$ cat config.mk
export PLATFORM = sky130hd
export DESIGN_NAME = processor
export DESIGN_NICKNAME = d
export VERILOG_FILES = /design/src/rtl/processor.sv
export SDC_FILE = /design/constraint.sdc
export NUM_CORES = 1
export LEC_CHECK = 0
export CELL_PAD_IN_SITES_DETAIL_PLACEMENT = 1
export CELL_PAD_IN_SITES_GLOBAL_PLACEMENT = 1
export CORE_MARGIN = 1
export CORE_UTILIZATION = 55
export DETAILED_ROUTE_END_ITERATION = 12
export GPL_ROUTABILITY_DRIVEN = 0
export PLACE_DENSITY_LB_ADDON = 0.12
export SLEW_MARGIN = 25
export SYNTH_ARGS = -nofsm -noshare
export SYNTH_HDL_FRONTEND = slang
export SYNTH_SLANG_ARGS = --single-unit
$ cat constraint.sdc
create_clock -name clk -period 19.1 [get_ports clk]
set_input_delay 2.865 -clock clk [delete_from_list [all_inputs] [get_ports clk]]
set_output_delay 2.865 -clock clk [all_outputs]
set_load 0.01 [all_outputs]
$ cat src/rtl/processor.sv
// processor: single-cycle datapath slice with register bank, add/sub ALU,
// data memory and predicated write-back driven by an upstream decoded control word.
module processor #(
    parameter int WIDTH = 5,
    parameter int NREGS = 32,
    parameter int NMEM  = 32
) (
    input  logic             clk,
    input  logic             reset,
    input  logic             alu_sum,
    input  logic             wb,
    input  logic             mem_wb,
    input  logic             imm_wb,
    input  logic             eq_in,
    input  logic             lt_in,
    input  logic             reset_st,
    input  logic             set_st,
    input  logic [4:0]       dest,
    input  logic [4:0]       source1,
    input  logic [4:0]       source2,
    output logic [WIDTH-1:0] target
);
    logic [WIDTH-1:0] bank [NREGS];
    logic [WIDTH-1:0] mem  [NMEM];
    logic             eq_flag, lt_flag;
    logic [WIDTH-1:0] a, b, alu, wdata;
    logic [4:0]       addr;
    logic             exec;

    assign a     = bank[source1];
    assign b     = bank[source2];
    assign addr  = 5'(a);
    assign alu   = alu_sum ? a + b : a - b;
    assign exec  = (!eq_in && !lt_in) || (eq_in && eq_flag) || (lt_in && lt_flag);
    assign wdata = imm_wb ? WIDTH'(source2) : mem_wb ? mem[addr] : alu;

    // memory comes out of reset holding its own address as a known pattern
    always_ff @(posedge clk or posedge reset) begin
        if (reset) begin
            for (int i = 0; i < NREGS; i++) bank[i] <= '0;
            for (int i = 0; i < NMEM; i++) mem[i] <= WIDTH'(i);
            target  <= '0;
            eq_flag <= 1'b0;
            lt_flag <= 1'b0;
        end else begin
            if (wb && exec) begin
                bank[dest] <= wdata;
                target     <= wdata;
            end
            if (mem_wb && !wb && exec) mem[addr] <= b;
            if (reset_st) begin
                eq_flag <= 1'b0;
                lt_flag <= 1'b0;
            end else if (set_st) begin
                eq_flag <= a == b;
                lt_flag <= a < b;
            end
        end
    end
endmodule

; ---- Yosys cells after proc, flatten, opt, wreduce, memory -nomap -nowiden
; Index checks and enable logic that the tools add are counted.
; Widths: inputs -> output; s select.
[totals]
reg_bits = 327
input_bits = 25
output_inout_bits = 5
elab_cells = 117
[classes]
addsub = 2
order_cmp = 7
n_eq_ne = 1
n_mux = 22
n_bitwise = 4
n_reduce_logical = 14
[op_table]
columns = op, n
row1 = $bwmux 160, 2
row2 = $bmux 5 s5, 3
row3 = $mux 5, 11
row4 = $demux 5 s5, 2
row5 = $ge 6x6->1 const B, 4
row6 = $not 5->6, 4
row7 = $lt 6x1->1 const B, 2
row8 = $logic_and 1x1->1, 8
row9 = $add 5x5->5, 1
row10 = $eq 5x5->1, 1
row11 = $lt 5x5->1, 1
row12 = $sub 5x5->5, 1
row13 = $mux 1, 4
row14 = $logic_not 1->1, 3
row15 = $logic_or 1x1->1, 2
row16 = $reduce_bool 2->1, 1

; ---- Longest topological paths before layout
; Gate-level depths: netlist of run 1.
[depth]
depth_word = 11
ltp_mapped = 24
mapped_depth_nobuf = 17

; ---- Least setup slack after synthesis of run 1
; Ideal clock, no wire load.
[synth_path]
kind = input to register
from = in source2[0]
to = reg bank[104] in the netlist's numbering
setup_time_ns = 0.127
t_arrival_ns = 7.357
required_ns = 18.973
setup_slack_ns = 11.616
stages = 19
n_path_buf = 5
path_cell_list = clkbuf_1 > buf_1 > buf_2 > mux4_2 > mux4_2 > mux2_2 > clkbuf_1 > ha_1 > fa_1 > a21oi_1 > nor2_1 > o21ai_0 > o31ai_1 > xor2_1 > a21oi_1 > or2_2 > o41ai_4 > buf_6 > o21ai_2
[synth_between]
elab_chain_len = 9
elab_cells_between_ends = 10
cone_classes = 2 x add/sub / 7 x mux / 1 x bitwise
[synth_rtl]
columns = element, line
row1 = start: declaration, 20  ; input logic [4:0] source2,
row2 = $not 5->6 (not written as such) (*), 31  ; assign b = bank[source2];
row3 = $bmux 5 s5 (*), 31
row4 = $mux 5 (not written as such) (*) (2 in series), 31
row5 = via b[0], 26  ; logic [WIDTH-1:0] a, b, alu, wdata;
row6 = $sub 5x5->5 / $add 5x5->5 (equally long branches), 33  ; assign alu = alu_sum ? a + b : a - b;
row7 = $mux 5 (*), 33
row8 = $mux 5 (*) (2 in series), 35  ; assign wdata = imm_wb ? WIDTH'(source2) : mem_wb ? mem[addr] : alu;
row9 = $bwmux 160 (*), 47  ; bank[dest] <= wdata;
row10 = end signal: indexed assignment, 47
row11 = end: declaration, 23  ; logic [WIDTH-1:0] bank [NREGS];
; Mark *: on every way through the listed nets, which the timed path passes. The rest lies on a longest branch. The select of a mux whose other input is x is not followed.
; A chain may end at the register's enable or synchronous reset.

; ---- Final worst setup path of run 1
[layout_path]
from = in source1[2]
to = reg bank[154] in the netlist's numbering
[layout_between]
elab_chain_len = 11
elab_cells_between_ends = 14
cone_classes = 2 x add/sub / 10 x mux / 2 x bitwise
[layout_rtl]
columns = element, line
row1 = start: declaration, 19  ; input logic [4:0] source1,
row2 = $not 5->6 (not written as such) (*), 30  ; assign a = bank[source1];
row3 = $bmux 5 s5 (*), 30
row4 = $mux 5 (not written as such) (*) (2 in series), 30
row5 = $not 5->6 (not written as such), 35
row6 = $bmux 5 s5, 35
row7 = $mux 5 (not written as such) (2 in series), 35
row8 = $mux 5 (*) (2 in series), 35
row9 = $bwmux 160 (*), 47
; Every way passes the cells marked *; elsewhere a longest branch is shown, timed or not. The select of a mux whose other input is x is not followed.

==> metrics.cfg, run 1 <==
[outcome]
status = finished clean

[clock_tree]
root_buffer = clkbuf_16
cts-hold-fix-buffers = 0
cts-resized-gates = 0
clk_pin_slew_ns = 0.05
numClockSinks = 327
cts.path.max_buffers = 3
cts_inserted_buffers = 38
post_cts_buffers = 0
htreeDepth = 2
clk_latency_ns = 0.52
cts_tree = done

[timing]
finalCritPeriodShare_pct = 43.4
slew_viol_final = 0
hold_viol_final = 0
fin_skew_ns = 0.0146
whs_ns = 0.478
worstMarginPinSlew_ns = 1.08
final.setup.tns_ns = 0
fin_crit_ns = 8.30
clock.fmax_ghz = 0.121
maxSlewHeadroom_pct = 27.3
setup_violations = 0
grt_setup_unrepaired = no

[global_routing]
antenna_found_initial = 0
grt_pass1_wl_um = 86400
gr-usage-all-layers_pct = 34.4
grt_overflow = 0
grt_max_degree = 144
grt_pass1_vias = 14500

[min_path]
min_path_type = register to register
min_from = mem[79]
holdPathStages = 2
hold_path_end = mem[79]

[die]
design.core.area_um2 = 31600
dieArea_um2 = 32800
row_count = 65
start_util_pct = 55.9
pin_count = 30
die_h_um = 181
die_w_um = 181

[finish]
fill_cells = 3369
fin_nets = 1681
n_antenna_cell = 0
design_area_um2 = 19100
drive_gt1_share_pct = 19.5
area.growth.synth_to_final_pct = 8.35

[yosys]
synth-simple-area-share_pct = 12.6
yosys.cell_types.count = 85
synth_mux_area_share_pct = 17.5
synth_nets = 1726
synth_cells = 1690
synth_top_family_by_area = multiplexers
syn_avg_cell_area_um2 = 10.4
synthAdderAreaFrac_pct = 0.865
synth_seq_cells = 327
synth_compound_area_share_pct = 16.5
ys_seq_area_share_pct = 46.9
synth_edf_count = 0
synth_xor_area_share_pct = 0.149
ys_async_sr_fraction_pct = 100
mappedNetlistArea_um2 = 17600
yosysWarnings = 0
synthFlopType = dfrtp_1

[setup_path]
cp_data_required_time_ns = 19.47
reg2reg_from = bank[120]
worstPathCellList = clkdlybuf4s50_1 > nor2_1 > a21oi_1 > and3_1 > a31o_4 > nor2_8 > buf_4 > ha_1 > inv_1 > fa_1 > a21oi_1 > nor2b_1 > o31ai_1 > xor2_1 > a21oi_1 > or2_2 > o41ai_4 > buf_4 > o21ai_0
cp_common_cell = a21oi_1
cp-end-kind = register
path_max_fanout = 40
crit_family = buffers and inverters
critPathBufInv = 4
setup.worst_path.start_class = input pin
critPathKind = input pin to register
slowest_delay_ns = 1.01
r2r_setup_slack_ns = 14.32
cp_slowest_cell = nor2_1
r2r_cells = 18
arrival_ns = 8.67
r2r-end = bank[154]

[placed_design]
port_buffers = 29
place_area_um2 = 17800
dp_hpwl_um = 36300

[drt]
via_per_inst = 6.62
routedWlPerCell_um = 26.5
dr.pass1.iters = 5
ant_nets = 0
vias = 13800
drc = 0
routed_wirelength_um = 55100
drt_iter0_drc = 1062

[pwr]
ir_drop_uv = 74.6
power_density_nw_per_um2 = 99.4
cellLeakagePower_nw = 8.06

[flow_run]
drv_cap = 0

==> cells in the mapped netlist, drive strengths merged, types with 3 or more instances <==
cell | n | area [µm²]
a2111oi | 5 | 43.8
a211oi | 7 | 52.6
a21oi | 129 | 646
a22oi | 25 | 188
a31oi | 3 | 18.8
a32oi | 4 | 35.0
and2 | 10 | 62.6
and3 | 6 | 37.5
buf | 57 | 541
clkbuf | 69 | 267
dfrtp | 247 | 6180
dfstp | 80 | 2100
dlygate4sd1 | 9 | 78.8
ha | 9 | 113
inv | 14 | 65.1
mux2 | 43 | 488
mux2i | 121 | 1210
mux4 | 62 | 1400
nand2 | 290 | 1090
nand2b | 4 | 25.0
nand3 | 34 | 175
nand4 | 3 | 18.8
nor2 | 137 | 536
nor3 | 13 | 119
nor3b | 4 | 30.0
nor4 | 4 | 40.0
o211ai | 3 | 27.5
o21ai | 149 | 787
o22ai | 4 | 25.0
o31a | 3 | 26.3
o31ai | 100 | 815
o32ai | 3 | 26.3
==> cells by family after synthesis <==
family | Yosys count
flops | 327
buf+inv | 150
mux | 226
simple gates | 517
xor+xnor | 3
compound gates | 456
fa+ha+maj | 11
==> cell type report <==
| type | count | area, µm² | area share (%) |
|---|---|---|---|
| clock inverter | 12 | 139 | 0.726 |
| tap | 402 | 503 | 2.63 |
| inverter | 15 | 77.6 | 0.406 |
| sequential | 327 | 8280 | 43.3 |
| timing repair buffer | 50 | 448 | 2.34 |
| clock buffer | 58 | 1190 | 6.22 |
| multi-input combinational | 1213 | 8480 | 44.4 |
==> worst reg2reg max path, stage by stage (launching register included) <==
cell and delay (ns):
dfrtp_1 0.40, mux2i_1 0.28, a22oi_1 0.15, nand3_1 0.15
nand2_1 0.29, nor2_8 0.20, buf_4 0.58, ha_1 0.31
inv_1 0.07, fa_1 0.41, a21oi_1 0.19, nor2b_1 0.07
o31ai_1 0.23, xor2_1 0.17, a21oi_1 0.07, or2_2 0.33
o41ai_4 0.06, buf_4 0.47, o21ai_0 0.19
==> layout by cell type, fill, tap and decap left out, drive strengths merged, types with 5 or more instances in the layout <==
cell type,instances
buf,24
o31ai,100
nand2,290
nor3,13
clkbuf,58
dfstp,80
mux2i,121
a22oi,25
mux2,43
inv,14
clkinv,10
o21ai,149
a211oi,7
a21oi,129
nand3,34
and2,10
clkdlybuf4s50,26
ha,9
mux4,62
dfrtp,247
nor2,137
a2111oi,5
and3,6
==> report_power, final <==
part	total [W]	leakage (nW)	switching, W	internal (W)
logic	0.000328	3.19	0.000209	0.000118
clock network	0.000766	0.663	0.000296	0.000470
registers	0.000808	4.20	0.0000471	0.000761
==> per-stage QoR <==
step | utilization [%] | power, W | std cells | setup slack, ns
finish | 60.6 | 0.00190 | 2077 | 10.80
global route | 60.6 | 0.00196 | 2077 | 10.52
CTS | 60.6 | 0.00191 | 2077 | 10.86
detailed placement | 56.4 | 0.00114 | 2007 | 10.43
global placement | 56.4 | 0.00112 | 2007 | 10.57
floorplan | - | 0.00104 | 1690 | 7.31
==> flip-flops by register name (all words and copies together), names as in the netlist <==
name / cells
mem: 160
eq_flag: 1
bank: 160
lt_flag: 1
target: 5
==> routing by layer <==
layer / up-vias / GRT usage, % / wire [µm]
li1: 6026 / - / -
met1: 7096 / 43.2 / 22000
met2: 460 / 58.8 / 27500
met3: 168 / 3.97 / 2640
met4: 0 / 17.8 / 2920
met5: - / 0 / 0
==> worst max-delay path by stage <==
stage	start	to	slack, ns	cells after the start
floorplan	reset	bank[0]	7.31	1
global placement	source1[2]	bank[149]	10.57	19
detailed placement	source1[2]	bank[154]	10.43	19
CTS	source1[2]	bank[154]	10.86	19
global route	source1[2]	bank[149]	10.52	19
finish	source1[2]	bank[154]	10.80	19
Power figures use the tool's default switching activity.
==> inputs of run 2 (changes only) <==
--- a/config.mk
+++ b/config.mk
@@ -8,7 +8,7 @@
 export CELL_PAD_IN_SITES_DETAIL_PLACEMENT = 1
 export CELL_PAD_IN_SITES_GLOBAL_PLACEMENT = 1
 export CORE_MARGIN = 1
-export CORE_UTILIZATION = 55
+export CORE_UTILIZATION = 46
 export DETAILED_ROUTE_END_ITERATION = 12
 export GPL_ROUTABILITY_DRIVEN = 0
 export PLACE_DENSITY_LB_ADDON = 0.12
==> constraint.sdc (replaced) <==
create_clock -name clk -period 7.3 [get_ports clk]
set_input_delay 1.095 -clock clk [delete_from_list [all_inputs] [get_ports clk]]
set_output_delay 1.095 -clock clk [all_outputs]
set_load 0.01 [all_outputs]
==> run 2 against run 1 <==
Die area increased by 19%. Sequential cell count unchanged. Setup slack lost 9.8 ns. Largest power group unchanged.
==> metrics.cfg, run 2 (synthesis results as in run 1) <==
[outcome]
status = finished clean

[drt]
via_per_inst = 6.08
ant_nets = 0
drt_iter0_drc = 765
routed_wirelength_um = 56300
dr.pass1.iters = 4
drc = 0
routedWlPerCell_um = 25.6
vias = 13400

[die]
dieArea_um2 = 39200
die_h_um = 198
row_count = 71
start_util_pct = 46.9
pin_count = 30
die_w_um = 198
design.core.area_um2 = 37700

[setup_path]
r2r_cells = 18
cp_data_required_time_ns = 7.73
arrival_ns = 6.68
critPathKind = input pin to register
setup.worst_path.start_class = input pin
path_max_fanout = 37
cp-end-kind = register

[global_routing]
gr-usage-all-layers_pct = 30.1
grt_overflow = 0
grt_max_degree = 114
grt_pass1_vias = 14500
grt_pass1_wl_um = 88300
antenna_found_initial = 1

[timing]
fin_crit_ns = 6.25
fin_skew_ns = 0.0162
maxSlewHeadroom_pct = 24.8
worstMarginPinSlew_ns = 1.13
setup_violations = 0
final.setup.tns_ns = 0
finalCritPeriodShare_pct = 85.7
postLayoutSetupSlackWorst_ns = 1.05
clock.fmax_ghz = 0.160
whs_ns = 0.475
grt_setup_unrepaired = no
hold_viol_final = 0
slew_viol_final = 0

[clock_tree]
cts_tree = done
root_buffer = clkbuf_16
htreeDepth = 2
cts-hold-fix-buffers = 0
clk_pin_slew_ns = 0.06
cts-resized-gates = 0
cts_inserted_buffers = 40
numClockSinks = 327
cts.path.max_buffers = 3
clk_latency_ns = 0.56
post_cts_buffers = 0

[finish]
n_antenna_cell = 0
drive_gt1_share_pct = 19.5
mostFrequentLayoutCells = 290 x nand2_1, 247 x dfrtp_1, 134 x nor2_1, 128 x a21oi_1, 116 x mux2i_1
reg.largest.list = bank x160, mem x160, target x5
area.growth.synth_to_final_pct = 9.24
fin_nets = 1696
fill_cells = 4162
final_common_cell = nand2_1

[pwr]
p_clk_share_pct = 39.5
cellLeakagePower_nw = 8.06
ir_drop_uv = 203
power_density_nw_per_um2 = 255
p_sw_w = 0.00148
swShare_pct = 30.1
p_int_w = 0.00344
power_frac_seq_pct = 42.9
power_w = 0.00492
pwr-share-comb_pct = 17.6

[flow_run]
drv_cap = 0

[min_path]
holdPathStages = 2
min_path_type = register to register

[placed_design]
dp_hpwl_um = 38400
port_buffers = 29
dp_slack_ns = 0.571

==> run 2: changes by cell type in the layout (fill, tap and decap cells not counted), sizes merged <==
cell	before	now
buf	24	37
clkinv	10	5
clkbuf	58	62
clkinvlp	0	4
bufinv	3	1
inv	14	13
==> run 2: per-layer routing <==
layer	vias up	part of all wire (%)	track usage, %
met3	143	3.9	3.80
li1	6054	-	-
met5	-	0.023	0
met2	348	48	49.3
met1	6817	42	38.7
met4	2	5.6	16.9
==> run 2: worst max-delay path, stage by stage <==
cell	delay, ns
clkdlybuf4s50_1	0.68
and2_0	0.69
a22oi_1	0.20
and3_1	0.27
a31o_4	0.28
nor2_8	0.42
inv_4	0.34
ha_1	0.33
fa_1	0.42
a21oi_1	0.16
nor2_1	0.05
o21ai_0	0.16
o31ai_1	0.11
xor2_1	0.18
a21oi_1	0.10
or2_2	0.35
o41ai_4	0.17
buf_4	0.45
o21ai_0	0.15
==> run 2: worst paths after layout <==
check	from	end	slack, ns
worst max-delay path	source1[0]	bank[154]	1.05
worst min-delay path	mem[56]	mem[56]	0.47
worst max register to register	bank[90]	bank[154]	2.40
worst min register to register	mem[56]	mem[56]	0.47
max in group asynchronous	reset	bank[32]	5.12
min in group asynchronous	reset	mem[107]	1.04
==> run 2: power groups by stage <==
stage / registers [W] / logic (W) / clock network, W
floorplan: 0.00210 / 0.000614 / 0
global placement: 0.00213 / 0.000842 / 0
detailed placement: 0.00214 / 0.000864 / 0
CTS: 0.00211 / 0.000870 / 0.00198
global route: 0.00213 / 0.000935 / 0.00204
finish: 0.00211 / 0.000865 / 0.00194
==> run 2: final cells by class <==
class                   count  area [µm²]  share of cell area (%)
multi-input cells        1213        8480                    44.0
flip-flops and latches    327        8280                    43.0
clock buffers              62        1160                    6.04
well taps                 511         639                    3.32
repair buffers             63         558                    2.89
clock inverters             8        76.3                   0.396
inverters                  15        73.8                   0.383
==> run 2: stage by stage <==
step | util (%) | std cells | instance area [µm²]
floorplan | - | 1690 | 17700
CTS | 51.2 | 2199 | 19300
finish | 51.2 | 2199 | 19300
global route | 51.2 | 2199 | 19300
global placement | 47.9 | 2129 | 18000
detailed placement | 47.9 | 2129 | 18000
